==> src/rtl/port_afu_rst_seq.sv <==
// Per-port soft-reset sequencer: gates AFU TX, drains outstanding reads (with timeout),
// then holds port_rst_n low for a fixed time before releasing it.
module port_afu_rst_seq #(
    parameter int NUM_PORTS       = 1,
    parameter int CNT_W           = 10,
    parameter int RST_HOLD_CYCLES = 16,
    parameter int TIMEOUT_W       = 16,
    parameter int DRAIN_TIMEOUT   = 65535
) (
    input  logic                       clk,
    input  logic                       rst_n,
    input  logic [NUM_PORTS-1:0]       soft_rst_req,
    input  logic [NUM_PORTS-1:0]       rd_issued,
    input  logic [NUM_PORTS-1:0]       rd_cpl_last,
    output logic [NUM_PORTS-1:0]       tx_gate,
    output logic [NUM_PORTS-1:0]       port_rst_n,
    output logic [NUM_PORTS-1:0]       rst_ack,
    output logic [NUM_PORTS-1:0]       drain_timeout,
    output logic [NUM_PORTS*CNT_W-1:0] outstanding
);

    typedef enum logic [1:0] {
        ST_IDLE     = 2'd0,
        ST_DRAIN    = 2'd1,
        ST_HOLD     = 2'd2,
        ST_REL_WAIT = 2'd3
    } state_e;

    localparam int HOLD_W = $clog2(RST_HOLD_CYCLES);
    localparam logic [HOLD_W-1:0]    HOLD_LAST = HOLD_W'(RST_HOLD_CYCLES - 1);
    localparam logic [TIMEOUT_W-1:0] TMR_MAX   = TIMEOUT_W'(DRAIN_TIMEOUT);
    localparam logic [CNT_W-1:0]     CNT_MAX   = {CNT_W{1'b1}};

    for (genvar p = 0; p < NUM_PORTS; p++) begin : g_port
        state_e               state_q, state_d;
        logic [CNT_W-1:0]     cnt_q, cnt_d, cnt_step;
        logic [TIMEOUT_W-1:0] tmr_q, tmr_d;
        logic [HOLD_W-1:0]    hold_q, hold_d;
        logic                 to_q, to_d;
        logic                 gate_q, gate_d;
        logic                 prst_n_q, prst_n_d;
        logic                 ack_q, ack_d;

        // Saturating outstanding-read count update; simultaneous issue+completion cancels.
        always_comb begin
            cnt_step = cnt_q;
            if (rd_issued[p] && !rd_cpl_last[p]) begin
                if (cnt_q != CNT_MAX) begin
                    cnt_step = cnt_q + CNT_W'(1);
                end else begin
                    cnt_step = cnt_q;
                end
            end else if (rd_cpl_last[p] && !rd_issued[p]) begin
                if (cnt_q != {CNT_W{1'b0}}) begin
                    cnt_step = cnt_q - CNT_W'(1);
                end else begin
                    cnt_step = cnt_q;
                end
            end else begin
                cnt_step = cnt_q;
            end
        end

        // Next-state, counters and output decode of the next state.
        always_comb begin
            state_d = state_q;
            cnt_d   = cnt_q;
            tmr_d   = tmr_q;
            hold_d  = hold_q;
            to_d    = to_q;
            case (state_q)
                ST_IDLE: begin
                    cnt_d = cnt_step;
                    if (soft_rst_req[p]) begin
                        state_d = ST_DRAIN;
                        tmr_d   = {TIMEOUT_W{1'b0}};
                        to_d    = 1'b0;
                    end else begin
                        state_d = ST_IDLE;
                    end
                end
                ST_DRAIN: begin
                    // Exit decision uses the registered count; the flag marks a forced exit.
                    if ((cnt_q == {CNT_W{1'b0}}) || (tmr_q == TMR_MAX)) begin
                        state_d = ST_HOLD;
                        hold_d  = {HOLD_W{1'b0}};
                        cnt_d   = {CNT_W{1'b0}};
                        if (cnt_q != {CNT_W{1'b0}}) begin
                            to_d = 1'b1;
                        end else begin
                            to_d = to_q;
                        end
                    end else begin
                        cnt_d = cnt_step;
                        tmr_d = tmr_q + TIMEOUT_W'(1);
                    end
                end
                ST_HOLD: begin
                    cnt_d = {CNT_W{1'b0}};
                    if (hold_q == HOLD_LAST) begin
                        state_d = ST_REL_WAIT;
                    end else begin
                        hold_d = hold_q + HOLD_W'(1);
                    end
                end
                ST_REL_WAIT: begin
                    cnt_d = {CNT_W{1'b0}};
                    if (!soft_rst_req[p]) begin
                        state_d = ST_IDLE;
                    end else begin
                        state_d = ST_REL_WAIT;
                    end
                end
                default: begin
                    state_d = ST_HOLD;
                    hold_d  = {HOLD_W{1'b0}};
                    cnt_d   = {CNT_W{1'b0}};
                end
            endcase
            gate_d   = (state_d != ST_IDLE);
            prst_n_d = (state_d == ST_IDLE) || (state_d == ST_DRAIN);
            ack_d    = (state_d == ST_HOLD) || (state_d == ST_REL_WAIT);
        end

        // State and output registers; reset lands every port in a fresh HOLD.
        always_ff @(posedge clk) begin
            if (!rst_n) begin
                state_q  <= ST_HOLD;
                cnt_q    <= {CNT_W{1'b0}};
                tmr_q    <= {TIMEOUT_W{1'b0}};
                hold_q   <= {HOLD_W{1'b0}};
                to_q     <= 1'b0;
                gate_q   <= 1'b1;
                prst_n_q <= 1'b0;
                ack_q    <= 1'b1;
            end else begin
                state_q  <= state_d;
                cnt_q    <= cnt_d;
                tmr_q    <= tmr_d;
                hold_q   <= hold_d;
                to_q     <= to_d;
                gate_q   <= gate_d;
                prst_n_q <= prst_n_d;
                ack_q    <= ack_d;
            end
        end

        assign tx_gate[p]                    = gate_q;
        assign port_rst_n[p]                 = prst_n_q;
        assign rst_ack[p]                    = ack_q;
        assign drain_timeout[p]              = to_q;
        assign outstanding[p*CNT_W +: CNT_W] = cnt_q;
    end

endmodule
==> config.mk <==
export PLATFORM = sky130hd
export DESIGN_NAME = port_afu_rst_seq
export DESIGN_NICKNAME = d
export VERILOG_FILES = /design/src/rtl/port_afu_rst_seq.sv
export SDC_FILE = /design/constraint.sdc
export NUM_CORES = 1
export LEC_CHECK = 0
export CORE_ASPECT_RATIO = 1.4
export CORE_MARGIN = 2
export CORE_UTILIZATION = 45
export DETAILED_ROUTE_END_ITERATION = 12
export HOLD_SLACK_MARGIN = 0.12
export SYNTH_ARGS = -nofsm -noshare
export SYNTH_HDL_FRONTEND = slang
export SYNTH_SLANG_ARGS = --single-unit
==> constraint.sdc <==
create_clock -name clk -period 2.61 [get_ports clk]
set_clock_uncertainty 0.1 [all_clocks]
set_input_delay 0.522 -clock clk [delete_from_list [all_inputs] [get_ports clk]]
set_output_delay 0.522 -clock clk [all_outputs]
set_load 0.1 [all_outputs]
==> results.toml, run 1 <==
[outcome]
status = "completed"

[critical_path]
cp.required_ns = 2.75
cp_num_cells = 7
reg2regPathDepth = 7
cp_slowest_stage_delay_ns = 0.47
end_kind = "flip-flop"
path_buf_inv = 1
critPathLaunchType = "flip-flop"
crit_family = "compound AO/OA/AOI/OAI gates"
path_max_fanout = 8
crit_type = "reg2reg"
slowest_stage = "a2111o_1"
cp_cell_sequence = "inv_1 > ha_1 > nor3b_2 > a41o_1 > a2111o_1 > or4_1 > nand2_1"
cp.arrival_ns = 2.46

[layout]
num-nets-final = 286
drive_above_1_share = 0.182
diodes = 0
syn2layout_area_growth_pct = 18.1
final_common_cell = "dfxtp_1"
fillers = 444
final_cell_mix = "dfxtp_1 (29), buf_4 (25), nand2_1 (23)"
final_cells = 336

[clocking]
tritoncts = "yes"
cts_setup_buffers = 0
cts.clk_slew.worst_paths_ns = 0.07
cts_resized = 0
cts_max_path_buffers = 2
insertion_delay_ns = 0.29
htree_levels = 2
cts_sinks = 36
postCtsHoldBufs = 0
cts_buffers = 5
cts_root_buffer = "clkbuf_8"

[timing]
setup_ws_ns = 0.285
rsz0062_at_grt = "no"
fmax_ghz = 0.430
slew_viol_final = 0
setup_violations = 0
min_period_over_period = 0.891
period_needed_ns = 2.32
worstMarginPinSlew_ns = 0.483
hold_viol_final = 0
max-slew-margin-rel = 0.678
setup_tns_ns = 0

[floorplanning]
dieWidth_um = 61.3
row_count = 29
die_area_sq_um = 5160
dieHeight_um = 84.2
fp.coreArea_sq_um = 4460
start_util = 0.463
pin_count = 19

[run]
cap_violations = 0

[global_routing]
first_global_vias = 1828
met3_usage = 0.0324
grt_util_met2 = 0.349
antenna_found_initial = 0
grt_pass1_wl_um = 8080
grt.busiest_layer = "met2"
grtUsageMet1 = 0.237
track_usage = 0.202
grt_max_degree = 16
gr-total-overflow = 0

[place]
dp_hpwl_um = 3470
placedCellCount = 328
portBuffers = 18
gp_congestion = 0.914
place_ws_ns = 0.0466

[hold_path]
hold_depth = 2
hold_path_class = "reg2reg"

[power]
p_sw_w = 0.000677
pwr-share-seq = 0.380
combinationalPowerShare = 0.381
cellLeakagePower_nw = 0.940
peakVddDrop_v = 0.000429
power.internal_w = 0.00103
swShare = 0.398
clock_power_share = 0.240
cellPowerDensity_nw_per_um2 = 697

[route]
via_count = 1934
wl_per_cell_um = 14.1
via_per_inst = 5.76
route.detailed.drc = 0
firstDrtPassIters = 4
wirelength_um = 4720
drtIter0Drc = 176
ant_nets = 0

[synthesis]
synth_area_per_cell_sq_um = 8.41
synth_edf_count = 0
yosysWarnings = 0
synth_fp_nets = 259
synth-async-reset-ratio = 0
netlist_instances = 246
seq_area_frac_synth = 0.348
netlist_area_sq_um = 2070
ys.flop_type = "dfxtp_1"
ys_types = 53
synth-seq-cells = 36
## synth_stat cells (2+ instances only)
library cell,instances,area share
o221a_2,3,0.016
xor2_1,4,0.017
a21boi_0,3,0.011
or4b_1,2,0.0097
o211ai_1,4,0.015
nand3_1,9,0.022
nor4_1,3,0.0091
ha_1,8,0.048
a22oi_1,3,0.011
and3_1,5,0.015
a31oi_1,2,0.0060
o31ai_1,3,0.011
nand2_1,23,0.042
o21ai_0,8,0.019
or3_1,7,0.021
mux2i_1,6,0.029
a21oi_1,15,0.036
nand2b_1,3,0.0091
o21a_1,2,0.0073
clkbuf_1,3,0.0054
or2_2,2,0.0060
xnor2_1,4,0.017
dfxtp_1,36,0.35
nand3b_1,2,0.0073
nor2b_1,3,0.0091
a221oi_1,2,0.0085
nor3_2,2,0.0097
nand4_1,11,0.033
buf_2,4,0.0097
a211o_1,2,0.0085
buf_4,2,0.0073
a211oi_1,2,0.0073
and4_1,3,0.013
nor3_1,4,0.0097
inv_1,13,0.024
nor2_1,17,0.031
or4_1,5,0.018
## power by group through the flow
| stage | logic (W) | clock network (W) | registers [W] |
|---|---|---|---|
| finish | 0.000648 | 0.000408 | 0.000646 |
| global route | 0.000711 | 0.000440 | 0.000655 |
| CTS | 0.000656 | 0.000424 | 0.000646 |
| detailed placement | 0.000655 | 0 | 0.000659 |
| global placement | 0.000652 | 0 | 0.000659 |
| floorplan | 0.000294 | 0 | 0.000859 |
## worst min-delay path, cell delays in order, from the launching register on
cell	delay, ns
dfxtp_1	0.32
nand2_1	0.06
mux2i_1	0.05
## area by class of cell
class | count | area (sq um) | area share
clock buffers | 8 | 90.1 | 0.0369
inverters | 13 | 48.8 | 0.0200
multi-input cells | 187 | 1250 | 0.510
flip-flops and latches | 36 | 732 | 0.300
well taps | 62 | 77.6 | 0.0317
repair buffers | 30 | 248 | 0.101
## per-stage QoR
step                utilization  hold slack (ns)  power [W]  cell area, sq um
floorplan                     -            0.347    0.00115              2080
global placement          0.527            0.366    0.00131              2350
detailed placement        0.527            0.369    0.00131              2350
CTS                       0.548            0.379    0.00173              2440
global route              0.548            0.403    0.00181              2440
finish                    0.548            0.374    0.00170              2440
## kinds of logic (layout without fill, tap and decap cells)
| group | count (synthesis) | after routing | synth area share |
|---|---|---|---|
| compound gates | 60 | 60 | 0.204 |
| xor+xnor | 8 | 8 | 0.0339 |
| fa+ha+maj | 8 | 8 | 0.0484 |
| buf+inv | 23 | 51 | 0.0484 |
| flops | 36 | 36 | 0.348 |
| mux | 6 | 6 | 0.0290 |
| simple gates | 105 | 105 | 0.288 |
## path summary, 6_finish.rpt
path                                    start                          endpoint  slack, ns
min          g_port[0].hold_q[1]$_SDFFE_PN0P_  g_port[0].hold_q[1]$_SDFFE_PN0P_       0.37
max                 outstanding[1]$_SDFF_PN0_  g_port[0].tmr_q[10]$_SDFFE_PN0P_       0.29
min reg2reg  g_port[0].hold_q[1]$_SDFFE_PN0P_  g_port[0].hold_q[1]$_SDFFE_PN0P_       0.37
max reg2reg         outstanding[1]$_SDFF_PN0_  g_port[0].tmr_q[10]$_SDFFE_PN0P_       0.29
## registers in the layout (all words and copies together) (netlist names)
signal,flops
tx_gate,1
g_port.tmr_q,16
drain_timeout,1
g_port.hold_q,4
rst_ack,1
g_port.state_q,2
port_rst_n,1
outstanding,10
## metal layers
metal	routed length, um	vias up
met4	125	0
met1	2020	896
li1	-	974
met3	168	12
met2	2410	52
met5	0	-
Note: power is estimated with default switching activity, not from simulation.
==> inputs of run 2 (changes only) <==
--- a/config.mk
+++ b/config.mk
@@ -5,11 +5,13 @@
 export SDC_FILE = /design/constraint.sdc
 export NUM_CORES = 1
 export LEC_CHECK = 0
+export CAP_MARGIN = 20
 export CORE_ASPECT_RATIO = 1.4
 export CORE_MARGIN = 2
 export CORE_UTILIZATION = 45
 export DETAILED_ROUTE_END_ITERATION = 12
 export HOLD_SLACK_MARGIN = 0.12
+export PLACE_DENSITY = 0.65
 export SYNTH_ARGS = -nofsm -noshare
 export SYNTH_HDL_FRONTEND = slang
 export SYNTH_SLANG_ARGS = --single-unit
==> run 2 against run 1 <==
Effect of this change:
- sequential share of layout area grew 0.31 points
- power shrank 0.13%
- global-route usage shrank 0.58 points
- combinational power shrank 0.9%
- final cell count shrank 0.60%
- critical path type is now in2reg
- highest routed layer unchanged
==> results.toml, run 2 (synthesized netlist as in run 1, its figures left out) <==
[layout]
final_cell_mix = "dfxtp_1 (29), buf_4 (24), nand2_1 (23)"
final_common_cell = "dfxtp_1"
syn2layout_area_growth_pct = 16.9
multiInputGateArea_sq_um = 1250
fin_area_sq_um = 2420
regMostFlops = "g_port.tmr_q"
fillers = 445
seqCellArea_sq_um = 732
diodes = 0
num-nets-final = 284
drive_above_1_share = 0.184
largest_reg_flops = 16

[timing]
slew_viol_final = 0
worstMarginPinSlew_ns = 0.499
hold_viol_final = 0
fmax_ghz = 0.430
rsz0062_at_grt = "no"
setup_tns_ns = 0
max-slew-margin-rel = 0.667
period_needed_ns = 2.33
min_period_over_period = 0.892
setup_violations = 0

[hold_path]
hold_path_class = "reg2reg"

[floorplanning]
fp.coreArea_sq_um = 4460
row_count = 29
dieHeight_um = 84.2
start_util = 0.463
die_area_sq_um = 5160
pin_count = 19
dieWidth_um = 61.3

[power]
total_power_w = 0.00170
cellLeakagePower_nw = 0.932
pwr-share-seq = 0.380
swShare = 0.406
cellPowerDensity_nw_per_um2 = 703
clock_power_share = 0.242
p_sw_w = 0.000690
combinationalPowerShare = 0.378
peakVddDrop_v = 0.000439
power.internal_w = 0.00101

[clocking]
cts.clk_slew.worst_paths_ns = 0.08
cts_setup_buffers = 0
htree_levels = 2
cts_sinks = 36
cts_buffers = 5
cts_resized = 0
cts_root_buffer = "clkbuf_8"
insertion_delay_ns = 0.29
cts_max_path_buffers = 2
postCtsHoldBufs = 0
tritoncts = "yes"

[global_routing]
gr-total-overflow = 0
antenna_found_initial = 0
track_usage = 0.196
first_global_vias = 1714
grt_max_degree = 18
grt_pass1_wl_um = 7850

[place]
portBuffers = 18
dp_hpwl_um = 3370
gp_congestion = 0.877
place_area_sq_um = 2330

[route]
wl_per_cell_um = 14.1
drtIter0Drc = 108
firstDrtPassIters = 4
wirelength_um = 4700
ant_nets = 0
via_per_inst = 5.63
route.detailed.drc = 0
via_count = 1880

[critical_path]
cp.required_ns = 2.71
path_max_fanout = 4
cp.arrival_ns = 2.43
crit_type = "in2reg"
critPathLaunchType = "input pin"
end_kind = "flip-flop"

[run]
cap_violations = 0

[outcome]
status = "completed"
-- run 2: changes by cell type in the layout (fill, tap and decap cells not counted) --
cell / before / now
buf_12: 1 / 0
buf_4: 25 / 24
clkbuf_1: 2 / 0
clkinv_2: 0 / 2
-- run 2: stage by stage --
step | cells | setup slack (ns) | utilization | hold slack, ns
finish | 334 | 0.282 | 0.542 | 0.384
floorplan | 246 | 0.0234 | - | 0.347
detailed placement | 326 | 0.00330 | 0.521 | 0.373
CTS | 334 | 0.300 | 0.542 | 0.383
global route | 334 | 0.0860 | 0.542 | 0.417
global placement | 326 | 0.0247 | 0.521 | 0.367
-- run 2: worst paths after layout --
path / from / endpoint / slack [ns] / cells past startpoint
max reg2reg: g_port[0].state_q[0]$_SDFF_PN0_ / g_port[0].tmr_q[10]$_SDFFE_PN0P_ / 0.30 / 7
min: g_port[0].tmr_q[13]$_SDFFE_PN0P_ / g_port[0].tmr_q[13]$_SDFFE_PN0P_ / 0.38 / 2
max: rd_cpl_last / outstanding[9]$_SDFF_PN0_ / 0.28 / 5
min reg2reg: g_port[0].tmr_q[13]$_SDFFE_PN0P_ / g_port[0].tmr_q[13]$_SDFFE_PN0P_ / 0.38 / 2
-- run 2: power by group through the flow --
stage	Combinational [W]	Clock [W]	Sequential [W]
after CTS	0.000645	0.000425	0.000646
final	0.000642	0.000411	0.000647
after floorplan	0.000294	0	0.000859
after global routing	0.000693	0.000443	0.000653
after detailed placement	0.000642	0	0.000658
after global placement	0.000635	0	0.000659
-- run 2: worst max-delay path, stage by stage --
cell and delay [ns]:
clkdlybuf4s50_1 0.51, or4b_1 0.51, or4_1 0.51, mux2i_1 0.14
a221oi_1 0.23
-- run 2: layer usage --
layer  GRT usage  part of all wire  up-vias
met5           0                 0        -
met4      0.0731             0.014        0
met3      0.0416             0.035        6
met2       0.325              0.50       33
met1       0.242              0.45      874
li1            -                 -      967
-- run 2: cell type report --
class | count | area share
clock buffer | 6 | 0.0341
clock inverter | 2 | 0.00414
inverter | 13 | 0.0202
multi-input combinational | 187 | 0.516
sequential | 36 | 0.303
tap | 62 | 0.0321
timing repair buffer | 28 | 0.0911
